## src/rtl/hello_scroller.sv

```systemverilog
// -----------------------------------------------------------------------------
// hello_scroller
//
// Scrolls a five-character message, padded by three blanks to an 8-slot ring,
// across eight 7-segment digit codes. Scrolling is either automatic (one step
// per prescaler tick, with an optional pause after each wrap) or manual (one
// step per Step pulse while idle).
//
// Parameters
//   TICK_DIV   : Clock cycles per scroll tick (>= 2)
//   HOLD_TICKS : ticks to pause after each wrap (0 = no pause)
//
// Ports
//   Clock  in   single clock, rising edge
//   Reset  in   synchronous, active-high reset
//   Chars  in   [14:0] five 3-bit codes, Chars[14:12] first, Chars[2:0] last
//   Load   in   capture Chars, rewind to rotation 0
//   Run    in   enable automatic scrolling
//   Dir    in   0 = scroll left (Rot+1), 1 = scroll right (Rot-1)
//   Step   in   manual single advance, honoured only while idle
//   Rot    out  [2:0] current rotation index
//   Disp   out  [23:0] registered digit codes, Disp[3k+2:3k] drives HEXk
//   Wrap   out  one-cycle pulse when a step lands Rot on 0
//   Busy   out  high whenever the scroller is not idle
// -----------------------------------------------------------------------------
module hello_scroller #(
  parameter int TICK_DIV   = 25000000,
  parameter int HOLD_TICKS = 4
) (
  input  logic        Clock,
  input  logic        Reset,
  input  logic [14:0] Chars,
  input  logic        Load,
  input  logic        Run,
  input  logic        Dir,
  input  logic        Step,
  output logic [2:0]  Rot,
  output logic [23:0] Disp,
  output logic        Wrap,
  output logic        Busy
);

  typedef enum logic [1:0] {
    IDLE = 2'd0,
    RUN  = 2'd1,
    HOLD = 2'd2
  } state_t;

  localparam int PW = $clog2(TICK_DIV);
  localparam int HW = (HOLD_TICKS > 0) ? $clog2(HOLD_TICKS + 1) : 1;

  localparam logic [PW-1:0] PRESC_LAST = PW'(TICK_DIV - 1);
  localparam logic [HW-1:0] HOLD_LAST  = HW'((HOLD_TICKS > 0) ? HOLD_TICKS - 1 : 0);

  state_t         state;
  logic [14:0]    msg;
  logic [PW-1:0]  presc;
  logic [HW-1:0]  hold_cnt;
  logic           tick;
  logic [2:0]     rot_adv;
  logic [2:0]     ring [8];
  logic [23:0]    disp_next;

  // The prescaler is held at zero while idle, so the state guard only matters
  // for robustness; a tick can never be seen in IDLE.
  assign tick    = (state != IDLE) && (presc == PRESC_LAST);
  assign rot_adv = Dir ? (Rot - 3'd1) : (Rot + 3'd1);
  assign Busy    = (state != IDLE);

  // Ring contents and the digit view for the current rotation. HEX7 shows
  // ring[Rot], HEX0 shows ring[Rot+7]; the 3-bit index wraps mod 8 for free.
  always_comb begin
    // NOTE: every combinational output gets a default first so no path can
    // leave it unassigned and infer a latch.
    disp_next = '0;
    ring[0]   = 3'b111;
    ring[1]   = 3'b111;
    ring[2]   = 3'b111;
    ring[3]   = msg[14:12];
    ring[4]   = msg[11:9];
    ring[5]   = msg[8:6];
    ring[6]   = msg[5:3];
    ring[7]   = msg[2:0];
    for (int i = 0; i < 8; i++) begin
      disp_next[3*(7-i) +: 3] = ring[3'(i) + Rot];
    end
  end

  // NOTE: all state below is updated with non-blocking assignments so every
  // register samples the pre-edge values of its neighbours.
  always_ff @(posedge Clock) begin
    if (Reset) begin
      state    <= IDLE;
      msg      <= 15'h7FFF;
      Rot      <= 3'd0;
      Disp     <= 24'hFFFFFF;
      Wrap     <= 1'b0;
      presc    <= '0;
      hold_cnt <= '0;
    end else begin
      Wrap <= 1'b0;
      // Disp trails any Rot or message change by exactly one cycle.
      Disp <= disp_next;

      if (Load) begin
        // Load outranks tick and Step; a pending pause is abandoned.
        msg      <= Chars;
        Rot      <= 3'd0;
        presc    <= '0;
        hold_cnt <= '0;
        if (state == HOLD) state <= RUN;
      end else begin
        unique case (state)
          IDLE: begin
            presc    <= '0;
            hold_cnt <= '0;
            if (Run) begin
              state <= RUN;
            end else if (Step) begin
              Rot  <= rot_adv;
              Wrap <= (rot_adv == 3'd0);
            end
          end

          RUN: begin
            if (!Run) begin
              state    <= IDLE;
              presc    <= '0;
              hold_cnt <= '0;
            end else begin
              presc <= tick ? '0 : presc + PW'(1);
              if (tick) begin
                Rot  <= rot_adv;
                Wrap <= (rot_adv == 3'd0);
                if (rot_adv == 3'd0 && HOLD_TICKS > 0) begin
                  state    <= HOLD;
                  hold_cnt <= '0;
                end
              end
            end
          end

          HOLD: begin
            if (!Run) begin
              state    <= IDLE;
              presc    <= '0;
              hold_cnt <= '0;
            end else begin
              presc <= tick ? '0 : presc + PW'(1);
              // Rot stays frozen; the last hold tick only returns to RUN,
              // the following tick is the one that advances.
              if (tick) begin
                if (hold_cnt == HOLD_LAST) begin
                  state    <= RUN;
                  hold_cnt <= '0;
                end else begin
                  hold_cnt <= hold_cnt + HW'(1);
                end
              end
            end
          end

          default: begin
            state    <= IDLE;
            presc    <= '0;
            hold_cnt <= '0;
          end
        endcase
      end
    end
  end

endmodule
```

## config.mk

```make
export PLATFORM = sky130hd
export DESIGN_NAME = hello_scroller
export DESIGN_NICKNAME = d
export VERILOG_FILES = /design/src/rtl/hello_scroller.sv
export SDC_FILE = /design/constraint.sdc
export NUM_CORES = 1
export LEC_CHECK = 0
export ABC_CLOCK_PERIOD_IN_PS = 3300
export CELL_PAD_IN_SITES_DETAIL_PLACEMENT = 1
export CELL_PAD_IN_SITES_GLOBAL_PLACEMENT = 2
export CORE_ASPECT_RATIO = 0.6
export CORE_MARGIN = 4
export CORE_UTILIZATION = 30
export DETAILED_ROUTE_END_ITERATION = 8
export GPL_TIMING_DRIVEN = 0
export PLACE_DENSITY = 0.79
export SYNTH_ARGS = -nofsm -noshare
export SYNTH_HDL_FRONTEND = slang
export SYNTH_SLANG_ARGS = --single-unit
```

## constraint.sdc

```tcl
create_clock -name Clock -period 3.3 [get_ports Clock]
set_clock_uncertainty 0.1 [all_clocks]
set_input_delay 0.495 -clock Clock [delete_from_list [all_inputs] [get_ports Clock]]
set_output_delay 0.495 -clock Clock [all_outputs]
set_load 0.01 [all_outputs]
```

======== After elaboration in Yosys (flattened, before gate mapping) ========
Index checks and enable logic that the tools add are counted.
storage, ports and cells
  word-level logic and storage cells ...... 115
  register bits ........................... 73
  input port bits ......................... 21
operators by class
  reduce and logical (&&, ||, !) cells .... 11
  add/sub/neg operators ................... 10
  bitwise logic cells ..................... 10
  mux-type cells .......................... 52
  equality and inequality tests ........... 17
  order comparisons ....................... 8
operators with widths
  cell                     number
  $mux W3                  27
  $bmux W3 S3              8
  $ge A4 B4 Y1 const B     8
  $not A3 Y4               8
  $add A25 B1 Y25 const B  1
  $eq A25 B25 Y1 const B   1
  $mux W2                  9
  $add A3 B3 Y3 const A    4
  $ne A3 B3 Y1 const B     4
  $ne A4 B4 Y1 const B     3
  $pmux W3 S2              2
  $ne A2 B2 Y1 const B     4
  $add A2 B3 Y3 const A    2
  $pmux W2 S3              1
  $reduce_and A6 Y1        1
  $reduce_and A5 Y1        1
  $reduce_or A5 Y1         1
  $mux W1                  4
  $ne A4 B3 Y1 const B     1
  $reduce_bool A2 Y1       2
  $reduce_or A2 Y1         2
  $add A1 B3 Y3 const A    1
  $add A3 B1 Y3 const B    1
  $eq A3 B2 Y1 const B     1
  other kinds (10)         11

======== Depth between registers and ports, before layout ========
Gate-level depths: netlist of run 1.
  depth in word-level cells ............... 8
  gate-level depth with buffers ........... 9

======== Worst setup path after synthesis of run 1 ========
OpenSTA, ideal clock, no wires.
  kind .................................... register -> register
  start ................................... register Rot[0]
  end ..................................... register state[0]
  data required time ...................... 3.140 ns
  slack ................................... 0.196 ns
  arrival time ............................ 2.944 ns
  setup time .............................. 0.060 ns
  stages on the path, launching flop included .. 10
  cells stage by stage .................... dfxtp_1 > buf_1 > clkbuf_1 > inv_1 > ha_1 > or3b_2 > o22ai_1 > nor2_1 > o41ai_2 > o221a_1
on the way
  longest elaborated chain between the ends .. 5
  elaborated cells between the ends (all ways) .. 6
  those cells by class .................... add/sub (2); eq/ne (1); mux (1); reduce/logical (2)
RTL lines
  what                                            RTL line  source
  from (decl)                                     37        output logic [2:0] Rot,
  from (signal assigned)                          120       Rot <= rot_adv;
  from (signal assigned)                          133       Rot <= rot_adv;
  $add A1 B3 Y3 or $sub A3 B1 Y3 (tied branches)  67        assign rot_adv = Dir ? (Rot - 3'd1) : (Rot + 3'd1);
  $mux W3 *                                       67
  $logic_not A3 Y1 *                              135       if (rot_adv == 3'd0 && HOLD_TICKS > 0) begin
  $ne A4 B4 Y1 (no source line) *                 n/a
  $reduce_and A6 Y1 (no source line) *            n/a
  to (signal assigned)                            136       state <= HOLD;
  to (signal assigned)                            145       state <= IDLE;
  to (signal assigned)                            154       state <= RUN;
  to (decl)                                       55        state_t state;
Mark *: on every way between the ends. The rest lies on a longest branch, timed or not.
A chain may end at the register's enable or synchronous reset.

======== Worst setup path after layout of run 1 ========
  start ................................... register Rot[0]
  end ..................................... register hold_cnt[1]
on the way
  longest elaborated chain between the ends .. 5
  elaborated cells between the ends (all ways) .. 6
  those cells by class .................... add/sub (2); eq/ne (1); mux (1); reduce/logical (2)
RTL lines
  what                                            RTL line  source
  $add A1 B3 Y3 or $sub A3 B1 Y3 (tied branches)  67
  $mux W3 *                                       67
  $logic_not A3 Y1 *                              135
  $ne A3 B3 Y1 (no source line) *                 n/a
  $reduce_and A3 Y1 (no source line) *            n/a
  to (signal assigned)                            157       hold_cnt <= hold_cnt + HW'(1);
  to (decl)                                       58        logic [HW-1:0] hold_cnt;
Marks and branches as above.

==> results.md, run 1 <==
* Run status: finished, final reports clean
* Max-slew violation count at 0
* CTS root buffer: sky130_fd_sc_hd__clkbuf_16
* Yosys top cell area share at 41.8%
* Largest fanout of any net on the critical path at 10
* Layout Cell Area excl Fill at 4460 µm²
* Layout cell share with drive strength beyond 1 at 8.55%
* Total leakage power at 1.56 nW
* Synthesized net count at 424
* Critical path buffer and inverter count at 3
* Total Die Area at 13500 µm²
* Most used cell, CP: sky130_fd_sc_hd__clkbuf_4
* Gate count of the mapped netlist at 395
* Dpl hpwl at 8050 µm
* Portion of total power attributed to the clock network at 45.5%
* Total cell area at the placement stage at 4160 µm²
* Overall global routing resource usage at 16.1%
* Total overflow reported by the global router at 0
* Initial Utilization at 30.8%
* Endpoint required time on the critical path at 3400 ps
* Most area-consuming cells after synthesis: sky130_fd_sc_hd__dfxtp_1 42%, sky130_fd_sc_hd__nand2_1 6.7%, sky130_fd_sc_hd__mux2i_1 5.7%
* Total of flip-flops plus latches after synthesis at 73
* Post-route setup slack at 198 ps
* Slowest CP cell: sky130_fd_sc_hd__dfxtp_1
* Fmax at 0.322 GHz
* Pin slew with the least headroom to its limit at 803 ps
* Top flip-flop cell by instance count after synthesis: sky130_fd_sc_hd__dfxtp_1
* Number of global-route vias before repair at 3018
* Crit path largest cell delay at 490 ps
* Utilization of the core after routing at 39.3%
* Num CTS Buffers at 9
* Family of cells with the greatest summed delay on the critical path: compound AO/OA/AOI/OAI gates
* Kind of path behind the tightest hold check: register to register
* Worst-case headroom to the max-slew limit at 46.5%
* Min Clock Period, post-route at 3100 ps
* Chip height at 91.6 µm
* Number of unique standard cell types used by synthesis at 49
* Number of primary I/O pins at 50
* CTS clk-pin slew, worst paths at 60 ps
* H-tree lvl count at 3
* Clock sink total at 73
* Power share of the sequential group at 43.9%
* Growth of design area from synthesis to finish at 27.5%
* Worst IR Drop VDD at 0.250 mV
* Cell-by-cell listing of the critical path: clkbuf_4 -> clkbuf_4 -> inv_1 -> ha_1 -> or3b_2 -> o22ai_1 -> nand3_1 -> a32oi_1 -> o21ai_0
* Clock Latency Late Sink at 330 ps
* Worst hold slack across all endpoints at 339 ps
* ANT cells at 0
* Async set-or-reset flop fraction in the synthesized netlist at 0%
* CP Launch Type: register
* Final wirelength at 10500 µm
* Library cell with the largest summed area after synthesis: sky130_fd_sc_hd__dfxtp_1
* Combinational power share at 10.7%
* Power dissipated by switching net loads at 0.000515 W
* Detailed-route wire length per cell at 17.0 µm
* Total number of vias at 3040
* Overall die width at 147 µm
* Num rows at 30
* Number of design-rule violations left by the first detailed-router iteration at 117
* Arrival time of the worst setup path at 3210 ps
* Seq/Total Area, Yosys at 41.8%
* Bufs on Longest Clock Path at 2
* CTS tree: done
* Synth Cell Area at 3500 µm²
* Largest net degree at the start of global routing at 13
* Post-route ant nets at 0
* Final hold vios at 0
* Crit path kind: register to register
* Count of flip-flops with a built-in enable after synthesis at 0
* Global-route wire length before repair at 17200 µm
* Share of the clock period used by the worst path after layout at 94.0%
* Final setup violation count at 0
* DRC errors left at 0
* Layout net count at 481
* Critical path capture point type: register
* Input/output buffers at 46
* Initial antenna violation count at 0
* Worst setup slack before clock tree synthesis at -355 ps
* Number of warning messages in the yosys log at 0
* Routability Congestion at 0.790
* PwrDens at 478 nW/µm²
* Average size of a mapped cell at 8.85 µm²
* Switching part of the total at 24.1%
* Area of the core at 11300 µm²
* Internal power at 0.00162 W
* Total iterations of the first detailed-routing run at 4
* Via-per-instance ratio at 4.94
* Number of max-cap violations at 0
[registers in the layout (all words and copies together) (netlist names)]
signal / cells
hold_cnt: 3
Disp: 24
msg: 15
Rot: 3
Wrap: 1
state: 2
presc: 25
[final timing paths]
check	from	endpoint	slack [ps]	cells after the start
worst min register to register	presc[0]	presc[0]	340	1
worst max-delay path	Rot[0]	hold_cnt[1]	200	9
worst min-delay path	presc[0]	presc[0]	340	1
worst max register to register	Rot[0]	hold_cnt[1]	200	9
[power groups by stage]
stage | Sequential, W | Clock, W | Combinational [W]
after detailed placement | 0.000954 | 0 | 0.000226
after CTS | 0.000935 | 0.00100 | 0.000228
after floorplan | 0.000952 | 0 | 0.000121
final | 0.000935 | 0.000969 | 0.000228
after global routing | 0.000939 | 0.00104 | 0.000251
after global placement | 0.000952 | 0 | 0.000221
[cell families after synthesis]
family / share of synthesized area (%)
buffers and inverters: 3.61
xor gates and xnor gates: 6.76
AOI/OAI and AO/OA: 10.7
adders and majority gates: 2.86
muxes: 10.6
and+or+nand+nor: 23.7
DFF: 41.8
[layout make-up]
| type | instances | area (µm²) |
|---|---|---|
| inverter | 13 | 48.8 |
| clock inverter | 5 | 56.3 |
| fill | 1327 | 6880 |
| sequential | 73 | 1460 |
| multi-input combinational | 289 | 1910 |
| tap | 160 | 200 |
| clock buffer | 10 | 239 |
| timing repair buffer | 46 | 460 |
| buffer | 20 | 85.1 |
[synth_stat cells, types with 3 or more instances]
library cell and instances:
sky130_fd_sc_hd__ha_1 8, sky130_fd_sc_hd__and3_1 4, sky130_fd_sc_hd__mux4_2 6, sky130_fd_sc_hd__nor2_1 51
sky130_fd_sc_hd__nand2_1 62, sky130_fd_sc_hd__nand3_1 11, sky130_fd_sc_hd__o211ai_1 10, sky130_fd_sc_hd__buf_1 3
sky130_fd_sc_hd__nand4_1 8, sky130_fd_sc_hd__xnor2_1 15, sky130_fd_sc_hd__nor3_1 11, sky130_fd_sc_hd__mux2_2 3
sky130_fd_sc_hd__clkbuf_1 15, sky130_fd_sc_hd__nand2b_1 5, sky130_fd_sc_hd__inv_1 11, sky130_fd_sc_hd__dfxtp_1 73
sky130_fd_sc_hd__mux2i_1 20, sky130_fd_sc_hd__a21o_1 3, sky130_fd_sc_hd__o21ai_0 19, sky130_fd_sc_hd__xor2_1 12
sky130_fd_sc_hd__and2_1 3, sky130_fd_sc_hd__a21oi_1 3, sky130_fd_sc_hd__a221o_1 6
[metal layers]
| metal | vias up | track usage, % | part of all wire (%) |
|---|---|---|---|
| li1 | 1483 | - | - |
| met1 | 1471 | 24.7 | 51 |
| met2 | 76 | 22.7 | 40 |
| met3 | 10 | 3.95 | 7.8 |
| met4 | 0 | 3.49 | 0.93 |
| met5 | - | 0 | 0 |
[cells in the final DEF (no fill, tap or decap), types with 3 or more instances in the layout]
cell | synthesis | layout
sky130_fd_sc_hd__a21o_1 | 3 | 3
sky130_fd_sc_hd__o21ai_0 | 19 | 19
sky130_fd_sc_hd__nor3_1 | 11 | 11
sky130_fd_sc_hd__mux4_2 | 6 | 6
sky130_fd_sc_hd__clkbuf_16 | 0 | 9
sky130_fd_sc_hd__a221o_1 | 6 | 6
sky130_fd_sc_hd__ha_1 | 8 | 8
sky130_fd_sc_hd__o211ai_1 | 10 | 10
sky130_fd_sc_hd__nor2_1 | 51 | 51
sky130_fd_sc_hd__dfxtp_1 | 73 | 73
sky130_fd_sc_hd__clkbuf_1 | 15 | 14
sky130_fd_sc_hd__xor2_1 | 12 | 12
sky130_fd_sc_hd__and3_1 | 4 | 4
sky130_fd_sc_hd__a21oi_1 | 3 | 3
sky130_fd_sc_hd__xnor2_1 | 15 | 15
sky130_fd_sc_hd__mux2i_1 | 20 | 20
sky130_fd_sc_hd__nand2b_1 | 5 | 5
sky130_fd_sc_hd__nand2_1 | 62 | 62
sky130_fd_sc_hd__nand3_1 | 11 | 11
sky130_fd_sc_hd__mux2_2 | 3 | 3
sky130_fd_sc_hd__inv_1 | 11 | 11
sky130_fd_sc_hd__and2_1 | 3 | 3
sky130_fd_sc_hd__clkdlybuf4s50_1 | 0 | 46
sky130_fd_sc_hd__nand4_1 | 8 | 8
[stage by stage]
stage	total power, W	std cells	setup TNS, ps
finish	0.00213	616	0
global route	0.00223	616	-7.05
CTS	0.00216	616	0
detailed placement	0.00118	601	-3880
global placement	0.00117	601	-4080
floorplan	0.00107	395	0
[timing repair]
action,in CTS,in global routing
hold endpoints to repair,0,0
endpoints found under the setup margin,18,7
resized for setup,2,3
pin swaps,0,0
buffers inserted,0,0
hold buffers,0,0
(Power assumes the default switching activity.)
==> inputs of run 2 (changes only) <==
--- a/config.mk
+++ b/config.mk
@@ -11,6 +11,7 @@
 export CORE_ASPECT_RATIO = 0.6
 export CORE_MARGIN = 4
 export CORE_UTILIZATION = 30
+export CTS_CLUSTER_DIAMETER = 120
 export DETAILED_ROUTE_END_ITERATION = 8
 export GPL_TIMING_DRIVEN = 0
 export PLACE_DENSITY = 0.79
==> results of run 2 <==
Same layout as run 1: the final DEF is identical, and so are final timing and power.
